--- src/rtl/axi4lite_reg_responder_if.sv ---
// AXI4-Lite bus bundle for the register responder: five channels, master and slave views.
interface axi4lite_reg_responder_if #(
  parameter int N = 4
);
  logic          AWVALID, AWREADY;
  logic [31:0]   AWADDR;
  logic [2:0]    AWPROT;
  logic          WVALID, WREADY;
  logic [8*N-1:0] WDATA;
  logic [N-1:0]  WSTRB;
  logic          BVALID, BREADY;
  logic [1:0]    BRESP;
  logic          ARVALID, ARREADY;
  logic [31:0]   ARADDR;
  logic [2:0]    ARPROT;
  logic          RVALID, RREADY;
  logic [8*N-1:0] RDATA;
  logic [1:0]    RRESP;

  modport master (
    output AWVALID, AWADDR, AWPROT, WVALID, WDATA, WSTRB, BREADY, ARVALID, ARADDR, ARPROT, RREADY,
    input  AWREADY, WREADY, BVALID, BRESP, ARREADY, RVALID, RDATA, RRESP
  );
  modport slave (
    input  AWVALID, AWADDR, AWPROT, WVALID, WDATA, WSTRB, BREADY, ARVALID, ARADDR, ARPROT, RREADY,
    output AWREADY, WREADY, BVALID, BRESP, ARREADY, RVALID, RDATA, RRESP
  );
endinterface

--- src/rtl/axi4lite_reg_responder.sv ---
// AXI4-Lite slave exposing NUM_REGS byte-strobed registers on a flat bus, with a per-register
// write strobe. Independent write and read FSMs, each with a registered response stage.
module axi4lite_reg_responder #(
  parameter int          N         = 4,
  parameter logic [31:0] BASE_ADDR = 32'h0,
  parameter int          NUM_REGS  = 16
) (
  input  logic                       ACLK,
  input  logic                       ARESET,
  axi4lite_reg_responder_if.slave    bus,
  output logic [NUM_REGS*8*N-1:0]    regs_o,
  output logic [NUM_REGS-1:0]        wr_pulse
);
  localparam int          DW   = 8 * N;
  localparam int          LSB  = $clog2(N);
  localparam int          IW   = (NUM_REGS > 1) ? $clog2(NUM_REGS) : 1;
  localparam logic [31:0] SPAN = 32'(NUM_REGS * N);
  localparam logic [1:0]  OKAY = 2'b00, DECERR = 2'b11;

  typedef enum logic { W_IDLE, W_RESP } wst_t;
  typedef enum logic { R_IDLE, R_RESP } rst_t;

  wst_t            wstate;
  rst_t            rstate;
  logic [DW-1:0]   regs [NUM_REGS];
  logic            awready, wready, bvalid, arready, rvalid;
  logic [1:0]      bresp, rresp;
  logic [DW-1:0]   rdata;
  logic            aw_have, w_have;
  logic [31:0]     awaddr_q;
  logic [DW-1:0]   wdata_q;
  logic [N-1:0]    wstrb_q;

  // Write side: the completing beat may come straight off the bus or from the holding regs.
  logic            aw_hs, w_hs, aw_got, w_got, w_hit;
  logic [31:0]     w_addr, w_off;
  logic [DW-1:0]   w_data;
  logic [N-1:0]    w_strb;
  logic [IW-1:0]   w_idx;

  assign aw_hs  = bus.AWVALID & awready;
  assign w_hs   = bus.WVALID & wready;
  assign aw_got = aw_have | aw_hs;
  assign w_got  = w_have | w_hs;
  assign w_addr = aw_hs ? bus.AWADDR : awaddr_q;
  assign w_data = w_hs ? bus.WDATA : wdata_q;
  assign w_strb = w_hs ? bus.WSTRB : wstrb_q;
  assign w_off  = w_addr - BASE_ADDR;
  assign w_hit  = w_off < SPAN;
  assign w_idx  = IW'(w_off >> LSB);

  logic            ar_hs, r_hit;
  logic [31:0]     r_off;
  logic [IW-1:0]   r_idx;

  assign ar_hs = bus.ARVALID & arready;
  assign r_off = bus.ARADDR - BASE_ADDR;
  assign r_hit = r_off < SPAN;
  assign r_idx = IW'(r_off >> LSB);

  logic unused_prot;
  assign unused_prot = ^{bus.AWPROT, bus.ARPROT};

  always_ff @(posedge ACLK) begin
    if (ARESET) begin
      wstate   <= W_IDLE;
      awready  <= 1'b0;
      wready   <= 1'b0;
      bvalid   <= 1'b0;
      bresp    <= OKAY;
      aw_have  <= 1'b0;
      w_have   <= 1'b0;
      awaddr_q <= '0;
      wdata_q  <= '0;
      wstrb_q  <= '0;
      wr_pulse <= '0;
      for (int k = 0; k < NUM_REGS; k++) regs[k] <= '0;
    end else begin
      wr_pulse <= '0;
      case (wstate)
        W_IDLE: begin
          if (aw_hs) awaddr_q <= bus.AWADDR;
          if (w_hs) begin
            wdata_q <= bus.WDATA;
            wstrb_q <= bus.WSTRB;
          end
          if (aw_got && w_got) begin
            if (w_hit) begin
              for (int b = 0; b < N; b++)
                if (w_strb[b]) regs[w_idx][b*8 +: 8] <= w_data[b*8 +: 8];
              wr_pulse[w_idx] <= 1'b1;
            end
            bresp   <= w_hit ? OKAY : DECERR;
            bvalid  <= 1'b1;
            awready <= 1'b0;
            wready  <= 1'b0;
            aw_have <= 1'b0;
            w_have  <= 1'b0;
            wstate  <= W_RESP;
          end else begin
            // Also the path that raises the readies in the first cycle out of reset.
            aw_have <= aw_got;
            w_have  <= w_got;
            awready <= ~aw_got;
            wready  <= ~w_got;
          end
        end
        W_RESP: begin
          if (bus.BREADY) begin
            bvalid  <= 1'b0;
            awready <= 1'b1;
            wready  <= 1'b1;
            wstate  <= W_IDLE;
          end
        end
        default: wstate <= W_IDLE;
      endcase
    end
  end

  // Sampling regs with <= gives the pre-write value when a write commits at the same edge.
  always_ff @(posedge ACLK) begin
    if (ARESET) begin
      rstate  <= R_IDLE;
      arready <= 1'b0;
      rvalid  <= 1'b0;
      rdata   <= '0;
      rresp   <= OKAY;
    end else begin
      case (rstate)
        R_IDLE: begin
          if (ar_hs) begin
            rdata   <= r_hit ? regs[r_idx] : '0;
            rresp   <= r_hit ? OKAY : DECERR;
            rvalid  <= 1'b1;
            arready <= 1'b0;
            rstate  <= R_RESP;
          end else begin
            arready <= 1'b1;
          end
        end
        R_RESP: begin
          if (bus.RREADY) begin
            rvalid  <= 1'b0;
            arready <= 1'b1;
            rstate  <= R_IDLE;
          end
        end
        default: rstate <= R_IDLE;
      endcase
    end
  end

  assign bus.AWREADY = awready;
  assign bus.WREADY  = wready;
  assign bus.BVALID  = bvalid;
  assign bus.BRESP   = bresp;
  assign bus.ARREADY = arready;
  assign bus.RVALID  = rvalid;
  assign bus.RDATA   = rdata;
  assign bus.RRESP   = rresp;

  for (genvar k = 0; k < NUM_REGS; k++) begin : g_regs
    assign regs_o[k*DW +: DW] = regs[k];
  end
endmodule

--- src/flat_wrapper.sv ---
// flat-port wrapper written by rule: the top's interface ports become plain ports
module axi4lite_reg_responder_flat 
#(
  parameter int          N         = 4,
  parameter logic [31:0] BASE_ADDR = 32'h0,
  parameter int          NUM_REGS  = 16
)
  (ACLK, ARESET, regs_o, wr_pulse, bus_AWVALID, bus_AWADDR, bus_AWPROT, bus_WVALID, bus_WDATA, bus_WSTRB, bus_BREADY, bus_ARVALID, bus_ARADDR, bus_ARPROT, bus_RREADY, bus_AWREADY, bus_WREADY, bus_BVALID, bus_BRESP, bus_ARREADY, bus_RVALID, bus_RDATA, bus_RRESP);
  axi4lite_reg_responder_if #(.N(N)) bus_i ();
  input  logic ACLK;
  input  logic ARESET;
  output logic [NUM_REGS*8*N-1:0] regs_o;
  output logic [NUM_REGS-1:0] wr_pulse;
  input wire logic [$bits(bus_i.AWVALID)-1:0] bus_AWVALID;
  input wire logic [$bits(bus_i.AWADDR)-1:0] bus_AWADDR;
  input wire logic [$bits(bus_i.AWPROT)-1:0] bus_AWPROT;
  input wire logic [$bits(bus_i.WVALID)-1:0] bus_WVALID;
  input wire logic [$bits(bus_i.WDATA)-1:0] bus_WDATA;
  input wire logic [$bits(bus_i.WSTRB)-1:0] bus_WSTRB;
  input wire logic [$bits(bus_i.BREADY)-1:0] bus_BREADY;
  input wire logic [$bits(bus_i.ARVALID)-1:0] bus_ARVALID;
  input wire logic [$bits(bus_i.ARADDR)-1:0] bus_ARADDR;
  input wire logic [$bits(bus_i.ARPROT)-1:0] bus_ARPROT;
  input wire logic [$bits(bus_i.RREADY)-1:0] bus_RREADY;
  output wire logic [$bits(bus_i.AWREADY)-1:0] bus_AWREADY;
  output wire logic [$bits(bus_i.WREADY)-1:0] bus_WREADY;
  output wire logic [$bits(bus_i.BVALID)-1:0] bus_BVALID;
  output wire logic [$bits(bus_i.BRESP)-1:0] bus_BRESP;
  output wire logic [$bits(bus_i.ARREADY)-1:0] bus_ARREADY;
  output wire logic [$bits(bus_i.RVALID)-1:0] bus_RVALID;
  output wire logic [$bits(bus_i.RDATA)-1:0] bus_RDATA;
  output wire logic [$bits(bus_i.RRESP)-1:0] bus_RRESP;
  assign bus_i.AWVALID = bus_AWVALID;
  assign bus_i.AWADDR = bus_AWADDR;
  assign bus_i.AWPROT = bus_AWPROT;
  assign bus_i.WVALID = bus_WVALID;
  assign bus_i.WDATA = bus_WDATA;
  assign bus_i.WSTRB = bus_WSTRB;
  assign bus_i.BREADY = bus_BREADY;
  assign bus_i.ARVALID = bus_ARVALID;
  assign bus_i.ARADDR = bus_ARADDR;
  assign bus_i.ARPROT = bus_ARPROT;
  assign bus_i.RREADY = bus_RREADY;
  assign bus_AWREADY = bus_i.AWREADY;
  assign bus_WREADY = bus_i.WREADY;
  assign bus_BVALID = bus_i.BVALID;
  assign bus_BRESP = bus_i.BRESP;
  assign bus_ARREADY = bus_i.ARREADY;
  assign bus_RVALID = bus_i.RVALID;
  assign bus_RDATA = bus_i.RDATA;
  assign bus_RRESP = bus_i.RRESP;
  axi4lite_reg_responder #(.N(N), .BASE_ADDR(BASE_ADDR), .NUM_REGS(NUM_REGS)) u_core (.ACLK(ACLK), .ARESET(ARESET), .bus(bus_i), .regs_o(regs_o), .wr_pulse(wr_pulse));
endmodule
--- config.mk ---
export PLATFORM = sky130hd
export DESIGN_NAME = axi4lite_reg_responder_flat
export DESIGN_NICKNAME = d
export VERILOG_FILES = /design/src/rtl/axi4lite_reg_responder_if.sv /design/src/rtl/axi4lite_reg_responder.sv /design/src/flat_wrapper.sv
export SDC_FILE = /design/constraint.sdc
export NUM_CORES = 1
export LEC_CHECK = 0
export ABC_AREA = 1
export CELL_PAD_IN_SITES_DETAIL_PLACEMENT = 1
export CELL_PAD_IN_SITES_GLOBAL_PLACEMENT = 1
export CORE_MARGIN = 2
export CORE_UTILIZATION = 38
export DETAILED_ROUTE_END_ITERATION = 8
export GPL_ROUTABILITY_DRIVEN = 0
export PLACE_DENSITY_LB_ADDON = 0.05
export SYNTH_ARGS = -nofsm -noshare
export SYNTH_HDL_FRONTEND = slang
export SYNTH_SLANG_ARGS = --single-unit
--- constraint.sdc ---
create_clock -name ACLK -period 3.3 [get_ports ACLK]
set_clock_uncertainty 0.2 [all_clocks]
set_input_delay 0.495 -clock ACLK [delete_from_list [all_inputs] [get_ports ACLK]]
set_output_delay 0.495 -clock ACLK [all_outputs]
set_load 0.005 [all_outputs]
==> summary.md <==
| Metric | Value |
|---|---|
| Status | `finished, final reports clean` |
| Dpl cells | `roughly 4,800` |
| CTS tree | `yes` |
| Arrival time worst endpoint | `approximately 2.8 ns` |
| First-pass GRT wire length | `180,000 um` |
| Startpoint Class | `register` |
| Remaining DRCs | `0` |
| Ports | `slightly below 700` |
| Antenna viol nets, final | `0` |
| Clk buf depth | `3` |
| Syn Area/Cell | `9.48 um2` |
| Vias/cell | `5.41` |
| Place WS | `-0.0465 ns` |
| Num rows | `approximately 100` |
| Ys Warns | `0` |
| Slew Viols, Final | `0` |
| Worst setup margin | `0.533 ns` |
| Critical path peak fanout | `20` |
| Syn_nets | `between 3,000 and 4,000` |
| Hold depth | `4` |
| I/O Buffers | `~670` |
| Initial antenna violation count | `9` |
| Final wirelength | `about 130,000 um` |
| Wire per inst | `25.3 um` |
| Largest net degree at the start of global routing | `129` |
| TritonCTS Sinks | `637` |
| Die H | `282 um` |
| Post-route cell area | `0.0418 mm2` |
| Filler cell count | `roughly 8,500` |
| Worst reg2reg path depth | `11` |
| Hpwl dp | `95,500 um` |
| Crit-path slowest cell | `dfxtp_1` |
| DR pass1 iterations | `5` |
| Tot GR Track Use | `~31%` |
| Seq/Total Area, Yosys | `60.8%` |
| Crit share post-route | `83.8%` |
| Worst vdd ir | `358 uV` |
| Setup crit end kind | `register` |
| Synthesized area | `roughly 0.029 mm2` |
| Slew @ Worst Pin | `between 1 and 1.5 ns` |
| Power per cell area | `approximately 490 mW/mm2` |
| Area of the die | `0.0796 mm2` |
| Core area | `about 0.076 mm2` |
| Number of gates resized after cts | `0` |
| Worst path required time | `~3.4 ns` |
| Peak per-stage delay on the critical path | `slightly above 0.4 ns` |
| Worst-path clk slew | `around 0.060 ns` |
| Hold_buf cts | `0` |
| Hold WC Path Type | `in2reg` |
| Setup_tns | `0 ns` |
| H-tree levels | `3` |
| Via count | `~27,000` |
| Initial core utilization | `38.6%` |
| Remaining Overflow, GRT | `0` |
| WS Path Type | `reg2reg` |
| Flops & latches, synth | `around 640` |
| Leakage | `16.9 nW` |
| Fmax | `between 300 and 400 MHz` |
| Layout cells sized above 1 | `a little under an eighth` |
| Synthesis-to-layout area growth | `42.3%` |
| Most frequent cells in the layout | `nand2_1 (757), clkdlybuf4s50_1 (666), nor2_1 (564), edfxtp_1 (512), nand3_1 (501)` |
| Setup violations, final | `0` |
| Vias in the first global route | `~27,000` |
| MaxCap Viol Count | `0` |
| CTS Buf Count | `between 70 and 80` |
| CTS Root Cell | `clkbuf_16` |
| Hold Vio Cnt, Final | `0` |
| Sequence of cells on the critical path | `buf_4 -> nand3_1 -> nand2_1 -> nand2_1 -> nor2_1 -> nand3_1 -> nor2_4 -> buf_12 -> buf_12 -> nand4_2 -> nand2_1` |
| Most common cell after layout, fill and taps aside | `nand2_1` |
| RSZ-0062 raised after global routing | `no` |
| Relative slew slack | `between 20% and 30%` |
| Nets@finish | `3,997` |
| Post-Synthesis Cells | `a little over 3,000` |
| Crit path time final | `about 2.8 ns` |
| Cell repeated most along the worst path | `nand2_1` |
| Die span in x | `~280 um` |
| Post-Layout Cell Count | `~5,000` |
| DP Area | `a little under 0.04 mm2` |
| First DRT Iteration DRCs | `about 2,400` |
| Yosys cell types | `34` |
| Worst skew pair latency | `0.61 ns` |
| Setup bufs post-CTS | `0` |
final timing paths:
check | to | slack [ns] | from
max | u_core.regs[13][16] | 0.53 | u_core.bus.AWREADY
min | u_core.wstrb_q[2] | 0.09 | ARESET
max reg2reg | u_core.regs[13][16] | 0.53 | u_core.bus.AWREADY
min reg2reg | u_core.bus.RDATA[7] | 0.26 | u_core.bus.RDATA[7]
kinds of logic after synthesis:
logic type      after synthesis  synth area share, %
flops                       637                 60.8
buf+inv                     352                 5.02
compound gates              171                 3.37
simple gates               1939                 30.7
mux                           1               0.0341
cell type report:
class,instances,area [um2],share of cell area (%)
flip-flops and latches,637,17900,42.7
multi-input cells,2111,10100,24.1
repair buffers,919,9650,23.1
clock buffers,103,2040,4.88
well taps,1030,1290,3.08
inverters,143,549,1.31
clock inverters,28,312,0.745
diodes,6,15.0,0.0359
flip-flops by register name, indices dropped and copies added (netlist names), 4 cells and up:
| signal | cells |
|---|---|
| u_core.regs | 512 |
| u_core.bus.RDATA | 32 |
| u_core.wdata_q | 32 |
| u_core.awaddr_q | 30 |
| u_core.wr_pulse | 16 |
| u_core.wstrb_q | 4 |
metrics by stage:
stage | utilization, % | hold slack [ns] | total power [mW]
2_1_floorplan | - | 0.232 | 10.5
3_3_place_gp | 51.8 | 0.246 | 12.2
3_5_place_dp | 51.8 | 0.257 | 12.3
4_1_cts | 54.9 | 0.0532 | 20.4
5_1_grt | 54.9 | 0.0977 | 20.9
6_report | 54.9 | 0.0902 | 20.3
critical path, delay by kind of cell (launching register included):
family	cells	cell delay, ns
flops	1	0.41
buf+inv	3	0.64
simple gates	8	1.15
Yosys cell counts, drive strengths merged:
master / instances / area (um2)
a21o: 1 / 7.51
a21oi: 54 / 274
a31oi: 1 / 6.26
buf: 51 / 345
clkbuf: 158 / 593
clkinv: 1 / 3.75
dfxtp: 125 / 2500
edfxtp: 512 / 15400
inv: 142 / 533
mux2i: 1 / 10.0
nand2: 765 / 2890
nand3: 502 / 2510
nand4: 65 / 1260
nor2: 583 / 2240
nor3: 20 / 100
nor4: 1 / 6.26
o211ai: 39 / 293
o21a: 1 / 7.51
o21ai: 75 / 402
or2: 3 / 18.8
report_power, final:
group / leakage (nW) / switching (mW) / internal, mW / total (mW)
Sequential: 6.30 / 0.239 / 8.96 / 9.19
Clock: 1.14 / 3.31 / 4.79 / 8.09
Combinational: 9.44 / 1.87 / 1.13 / 3.00
per-layer routing:
metal  GRT usage (%)  share of wire (%)
met2            52.4                 49
met4            11.9                3.8
met3            6.34                8.0
met5               0              0.055
met1            39.0                 39
No activity file was read; power rests on OpenSTA's default activity.
